===== config.mk =====
export PLATFORM = sky130hd
export DESIGN_NAME = sysz_matrix_stream
export DESIGN_NICKNAME = d
export VERILOG_FILES = /design/src/rtl/sysz_matrix_stream.sv
export SDC_FILE = /design/constraint.sdc
export NUM_CORES = 1
export LEC_CHECK = 0
export ABC_CLOCK_PERIOD_IN_PS = 2100
export CORE_MARGIN = 2
export CORE_UTILIZATION = 40
export DETAILED_ROUTE_END_ITERATION = 6
export PLACE_DENSITY = 0.72
export SYNTH_ARGS = -nofsm -noshare
export SYNTH_HDL_FRONTEND = slang
export SYNTH_SLANG_ARGS = --single-unit

===== constraint.sdc =====
create_clock -name clk -period 2.1 [get_ports clk]
set_clock_uncertainty 0.15 [all_clocks]
set_input_delay 0.21 -clock clk [delete_from_list [all_inputs] [get_ports clk]]
set_output_delay 0.21 -clock clk [all_outputs]
set_load 0.01 [all_outputs]

===== src/rtl/sysz_matrix_stream.sv =====
// rtl/sysz_matrix_stream.sv - host I/O sequencer: load matrix, kick systemizer, unload result
module sysz_matrix_stream #(
    parameter int N     = 2,
    parameter int L     = 8,
    parameter int K     = 10,
    parameter int M     = 2,
    parameter int W     = N * $clog2(M),
    parameter int DEPTH = L * K / N,
    parameter int AW    = $clog2(L * K / N)
) (
    input  logic          clk,
    input  logic          rst_n,
    input  logic [W-1:0]  in_data,
    input  logic          in_valid,
    output logic          in_ready,
    output logic [W-1:0]  out_data,
    output logic          out_valid,
    input  logic          out_ready,
    input  logic          abort,
    output logic          mem_sel,
    output logic          mem_wr_en,
    output logic [AW-1:0] mem_wr_addr,
    output logic [W-1:0]  mem_wr_data,
    output logic          mem_rd_en,
    output logic [AW-1:0] mem_rd_addr,
    input  logic [W-1:0]  mem_rd_data,
    output logic          sys_start,
    input  logic          sys_done,
    input  logic          sys_fail,
    input  logic          sys_success,
    output logic          status_fail,
    output logic          status_success
);

    localparam logic [AW-1:0] LAST = AW'(DEPTH - 1);

    typedef enum logic [2:0] {
        S_LOAD,
        S_KICK,
        S_RUN,
        S_UNLOAD_RD,
        S_UNLOAD_WAIT,
        S_UNLOAD_OUT
    } state_t;

    state_t        state, next_state;
    logic [AW-1:0] addr, addr_next;
    logic [W-1:0]  out_data_q;
    logic          fail_next, success_next;
    logic          capture;

    // State, address counter, sticky status and the output holding register
    always_ff @(posedge clk) begin
        if (!rst_n) begin
            state          <= S_LOAD;
            addr           <= '0;
            out_data_q     <= '0;
            status_fail    <= 1'b0;
            status_success <= 1'b0;
        end else begin
            state          <= next_state;
            addr           <= addr_next;
            status_fail    <= fail_next;
            status_success <= success_next;
            if (capture) begin
                out_data_q <= mem_rd_data;
            end
        end
    end

    // Next-state, counter and strobe decode; abort overrides everything at the end
    always_comb begin
        next_state   = state;
        addr_next    = addr;
        fail_next    = status_fail;
        success_next = status_success;
        capture      = 1'b0;
        in_ready     = 1'b0;
        mem_sel      = 1'b1;
        mem_wr_en    = 1'b0;
        mem_rd_en    = 1'b0;
        sys_start    = 1'b0;
        out_valid    = 1'b0;

        case (state)
            S_LOAD: begin
                in_ready = 1'b1;
                if (in_valid) begin
                    mem_wr_en = 1'b1;
                    // A new matrix starting invalidates the previous run's result
                    if (addr == '0) begin
                        fail_next    = 1'b0;
                        success_next = 1'b0;
                    end
                    if (addr == LAST) begin
                        addr_next  = '0;
                        next_state = S_KICK;
                    end else begin
                        addr_next = addr + AW'(1);
                    end
                end
            end
            S_KICK: begin
                mem_sel    = 1'b0;
                sys_start  = 1'b1;
                next_state = S_RUN;
            end
            S_RUN: begin
                mem_sel = 1'b0;
                if (sys_done) begin
                    // Singular wins over success; no flag at all is also a failure
                    if (sys_success && !sys_fail) begin
                        next_state = S_UNLOAD_RD;
                    end else begin
                        fail_next  = 1'b1;
                        next_state = S_LOAD;
                    end
                end
            end
            S_UNLOAD_RD: begin
                mem_rd_en  = 1'b1;
                next_state = S_UNLOAD_WAIT;
            end
            S_UNLOAD_WAIT: begin
                capture    = 1'b1;
                next_state = S_UNLOAD_OUT;
            end
            S_UNLOAD_OUT: begin
                out_valid = 1'b1;
                if (out_ready) begin
                    if (addr == LAST) begin
                        success_next = 1'b1;
                        addr_next    = '0;
                        next_state   = S_LOAD;
                    end else begin
                        addr_next  = addr + AW'(1);
                        next_state = S_UNLOAD_RD;
                    end
                end
            end
            default: begin
                addr_next  = '0;
                next_state = S_LOAD;
            end
        endcase

        if (abort) begin
            next_state   = S_LOAD;
            addr_next    = '0;
            fail_next    = status_fail;
            success_next = status_success;
            capture      = 1'b0;
            in_ready     = 1'b0;
            mem_wr_en    = 1'b0;
            mem_rd_en    = 1'b0;
            sys_start    = 1'b0;
            out_valid    = 1'b0;
        end
    end

    // Address/data buses idle at zero whenever their strobe is low
    always_comb begin
        mem_wr_addr = mem_wr_en ? addr : '0;
        mem_wr_data = mem_wr_en ? in_data : '0;
        mem_rd_addr = mem_rd_en ? addr : '0;
        out_data    = out_data_q;
    end

endmodule


Word level (Yosys, flattened, before mapping)
Index checks and enable logic that the tools add are counted.
- bits in registers: 13
- bits of input ports: 12
- reduce and logical (&&, ||, !) cells: 13
- add/sub/neg operators: 1
- equal/unequal tests: 13
- bitwise operators: 3
- mux-type cells: 36
- operator list (cell ; number):
    6-bit 2-to-1 mux ; 5
    1-bit 2-to-1 mux ; 20
    3-bit case mux with 6 select lines ; 1
    6-bit case mux with 3 select lines ; 1
    2-bit inequality test, second input constant ; 7
    3-bit 2-to-1 mux ; 4
    6-bit AND reduction ; 2
    6-bit by 1-bit adder with 6-bit output, second input constant ; 1
    3-bit by 2-bit == test with 1-bit output, second input constant ; 2
    3-bit == test, second input constant ; 2
    6-bit == test, second input constant ; 1
    6-bit zero test ; 1
    2-bit 2-to-1 mux ; 3
    1-bit case mux with 2 select lines ; 2
    4-bit AND reduction ; 1
    2-bit nonzero test ; 2
    2-bit OR reduction ; 2
    4-bit OR reduction ; 1
    3-bit by 1-bit == test with 1-bit output, second input constant ; 1
    3-bit zero test ; 1
    1-bit inverter ; 3
    3-bit AND reduction ; 1
    1-bit logical AND ; 1
    1-bit zero test ; 1

Longest topological paths before layout
- depth in word-level cells: 5
- gate-level depth with buffers: 6
- mapped depth without buffers: 6

Least setup slack after synthesis
No wires, ideal clock.
- kind: flip-flop to output port
- start: reg state[1]
- end: out mem_rd_addr[0]
- slack: 0.426 ns
- required time: 1.740 ns
- data arrival time: 1.314 ns
- path buffers: 1
- cell stages (with the launch flop): 5
- cell sequence: dfxtp_1 -> buf_6 -> inv_1 -> nor4b_2 -> and2_1
- cells in the longest elaborated chain, start to end: 4
- RTL lines (what ; RTL line ; source):
    from (decl) ; 46 ; state_t state, next_state;
    from (signal assigned) ; 61 ; state <= next_state;
    3-bit by 2-bit == test with 1-bit output ; 85 ; case (state)
    1-bit 2-to-1 mux ; 85 ;
    1-bit 2-to-1 mux ; 147 ; if (abort) begin
    named net mem_rd_en ; 24 ; output logic mem_rd_en,
    6-bit 2-to-1 mux ; 165 ; mem_rd_addr = mem_rd_en ? addr : '0;
    to (decl) ; 25 ; output logic [AW-1:0] mem_rd_addr,
The timed path passes the listed nets, and every way through them passes these cells.

Worst setup path after layout
- start: reg state[0]
- end: out mem_sel
- cells in the longest elaborated chain, start to end: 3
- elaborated cells between the ends (all ways): 4
- classes of those cells: 2 x eq/ne; 1 x mux; 1 x reduce/logical
- RTL lines (what ; RTL line ; source):
    3-bit by 2-bit == test with 1-bit output / 3-bit by 1-bit == test with 1-bit output (equally long branches) ; 85 ;
    2-bit OR reduction (no source line) * ; - ;
    1-bit 2-to-1 mux * ; 85 ;
    to (decl) ; 20 ; output logic mem_sel,
Every way passes the cells marked *; elsewhere a longest branch is shown, timed or not.

==> results.tsv <==
stage	metric	value	unit
place	numPortBuffers	35	
sta	tightestPinTransition	0.407	ns
place	place_area	1460	sq um
critical_path	worstPathArrival	1.66	ns
critical_path	reg2reg_to	status_fail	
clock_tree	numCtsBuffers	3	
floorplanning	design.die.area	2980	sq um
layout	insertedDiodeCount	0	
route	drt_iter0_drc	28	
critical_path	worst-path-buf-inv	2	
route	drc_errors	0	
critical_path	crit_path_start_kind	flip-flop	
power_and_ir_drop	seq_power_share	0.503	
power_and_ir_drop	peakVddDrop	335	uV
critical_path	worstSetupPathType	reg -> out	
grt	track_usage	0.203	
route	viasPerCell	5.47	
run_status	status	complete, no violations	
route	firstDrtPassIters	4	
layout	area_delta_synth_final	47.2	%
clock_tree	cts_tree	yes	
floorplanning	io_pins	36	
grt	grt_pass1_wl	4340	um
power_and_ir_drop	combPwrFrac	0.176	
synth	synth-edff-count	0	
critical_path	crit_required	1.74	ns
synth	synth_top_cell_by_area	dfxtp_1	
layout	mostFrequentLayoutCell	buf_4	
sta	maxSlewViolCount	0	
place	hpwl	2110	um
synth	ys_warn_count	0	
route	num_vias	1111	
power_and_ir_drop	p_int	368	uW
clock_tree	clock_sinks	13	
power_and_ir_drop	sw_frac_of_total	0.251	
synth	synthesis.nets	139	
clock_tree	ctsHoldBuffers	0	
critical_path	cp_cell_sequence	buf_4, nand2b_1, a21o_1, clkdlybuf4s50_1	
sta	post-route-period-util	0.964	
layout	design_area	1510	sq um
route	drt_wl_total	2780	um
sta	rsz0062_at_grt	no	
grt	grt_overflow_total	0	
clock_tree	clock_path_buffers	2	
layout	layout-drive-gt1-share	0.197	
sta	hold_viol	0	
hold_path	whs_path_depth	2	
sta	holdWs	0.322	ns
synth	ys_ff_latch	13	
clock_tree	path_clk_slew	0.08	ns
route	ant_nets	0	
sta	max_freq	494	MHz
synth	ys_types	45	
critical_path	crit_path_max_incr_delay	0.53	ns
sta	period_needed	2.02	ns
floorplanning	die_x	54.6	um
route	wire_per_inst	13.7	um
synth	syn_area	1020	sq um
power_and_ir_drop	p_leak	0.657	nW
hold_path	hold_start	status_fail	
synth	avgSynthCellArea	8.19	sq um
grt	grt_max_degree	14	
place	gp_congestion	0.801	
clock_tree	clkLatencyLatePin	0.28	ns
floorplanning	start_util	0.417	
clock_tree	cts-root-buf	clkbuf_4	
critical_path	worstReg2RegStart	state[2]	
synth	netlist_top_cells_area	dfxtp_1 25%, and3_1 4.9%, a21oi_1 4.4%	
layout	fin_nets	188	
synth	ys_async_sr_fraction	0	
floorplanning	core_area	2450	sq um
power_and_ir_drop	total_power	491	uW
floorplanning	num_rows	18	
power_and_ir_drop	p_clk_frac	0.321	
synth	synthCells	125	
layout	finish.utilization	0.614	
grt	grt_pass1_vias	983	
critical_path	crit_family	buffers and inverters	
synth	ys.flop_type	dfxtp_1	
synth	yosys.area.top_type_share	0.254	
hold_path	min_path_type	reg -> reg	
floorplanning	fp.dieH	54.6	um
critical_path	regToRegSetupSlack	0.28	ns
critical_path	critPathMaxFanout	10	
grt	antenna_found_initial	0	
sta	setup_viol	0	
clock_tree	htreeDepth	1	
synth	synth_seq_area_share	0.254	
critical_path	reg2regPathDepth	5	
power_and_ir_drop	power_switching	123	uW
job	max_cap_viol_count	0	
hold_path	hold_end	status_fail	
layout	most-common-layout-cells	18 x buf_4, 17 x dlygate4sd2_1, 17 x clkdlybuf4s50_1	
sta	relSlewSlack	0.725	
critical_path	critPathSlowestCell	clkdlybuf4s50_1	
power_and_ir_drop	p_per_area	326	nW/um^2
critical_path	crit_path_end_kind	output pin	
-- tightest hold or removal path, cell delays in order (launching register included) --
cell and delay, ns:
dfxtp_1 0.32, nand2_1 0.05, mux2i_1 0.06
-- stage by stage --
stage / TNS [ns] / worst slack (ns) / std cells
after global placement: -0.425 / -0.0644 / 195
after floorplan: 0 / 0.426 / 125
after detailed placement: -0.655 / -0.0857 / 195
after CTS: 0 / 0.0844 / 203
final: 0 / 0.0756 / 203
after global routing: 0 / 0.00221 / 203
-- cells by family after synthesis --
| family | synth area share |
|---|---|
| simple gates | 0.392 |
| buf+inv | 0.0856 |
| flops | 0.254 |
| mux | 0.0293 |
| compound gates | 0.214 |
| fa+ha+maj | 0.0244 |
-- sequential cells by signal, indices dropped and copies added, names as in the netlist --
name / cells
addr: 6
state: 3
out_data: 2
status_fail: 1
status_success: 1
-- synth_stat cells (all sizes together), types with 2 or more instances --
master and number:
a21boi 2, buf 7, mux2i 3, and2 6, nand2b 3, a21o 2
a31oi 2, or3b 2, a21oi 10, o31ai 2, a22oi 3, nand3 7
nand2 7, and3 8, nor2b 4, nor4b 5, o21ai 3, ha 2
a211oi 2, or3 4, dfxtp 13, nor2 4, nand3b 3, inv 8
clkbuf 2
-- power groups by stage --
stage	Clock (mW)	Sequential, mW	Combinational [mW]
final	0.158	0.247	0.0866
after global placement	0	0.255	0.0840
after detailed placement	0	0.255	0.0846
after CTS	0.164	0.247	0.0865
after floorplan	0	0.255	0.0375
after global routing	0.180	0.247	0.0947
-- area by class of cell --
cell class,count,area [sq um]
Inverter,8,30.0
Timing Repair Buffer,53,459
Clock buffer,4,26.3
Multi-Input combinational cell,95,684
Fill cell,250,948
Tap cell,30,37.5
Sequential cell,13,269
-- worst max path at each step --
| stage | to | cells past startpoint | start |
|---|---|---|---|
| floorplan | mem_rd_addr[0] | 4 | state[1] |
| global placement | mem_rd_addr[2] | 5 | abort |
| detailed placement | mem_rd_addr[0] | 5 | abort |
| CTS | mem_sel | 4 | state[0] |
| global route | mem_sel | 4 | state[0] |
| finish | mem_sel | 4 | state[0] |
-- timing repair --
action,4_1_cts,5_1_grt
setup endpoints to repair,17,0
setup buffers,3,0
resized for setup,25,0
-- layer usage --
layer,wire [um],part of all wire,GRT usage
met4,53,0.019,0.100
met2,1310,0.47,0.349
met5,0,0,0
met3,175,0.063,0.0219
met1,1240,0.44,0.248
Note: power is estimated with default switching activity, not from simulation.
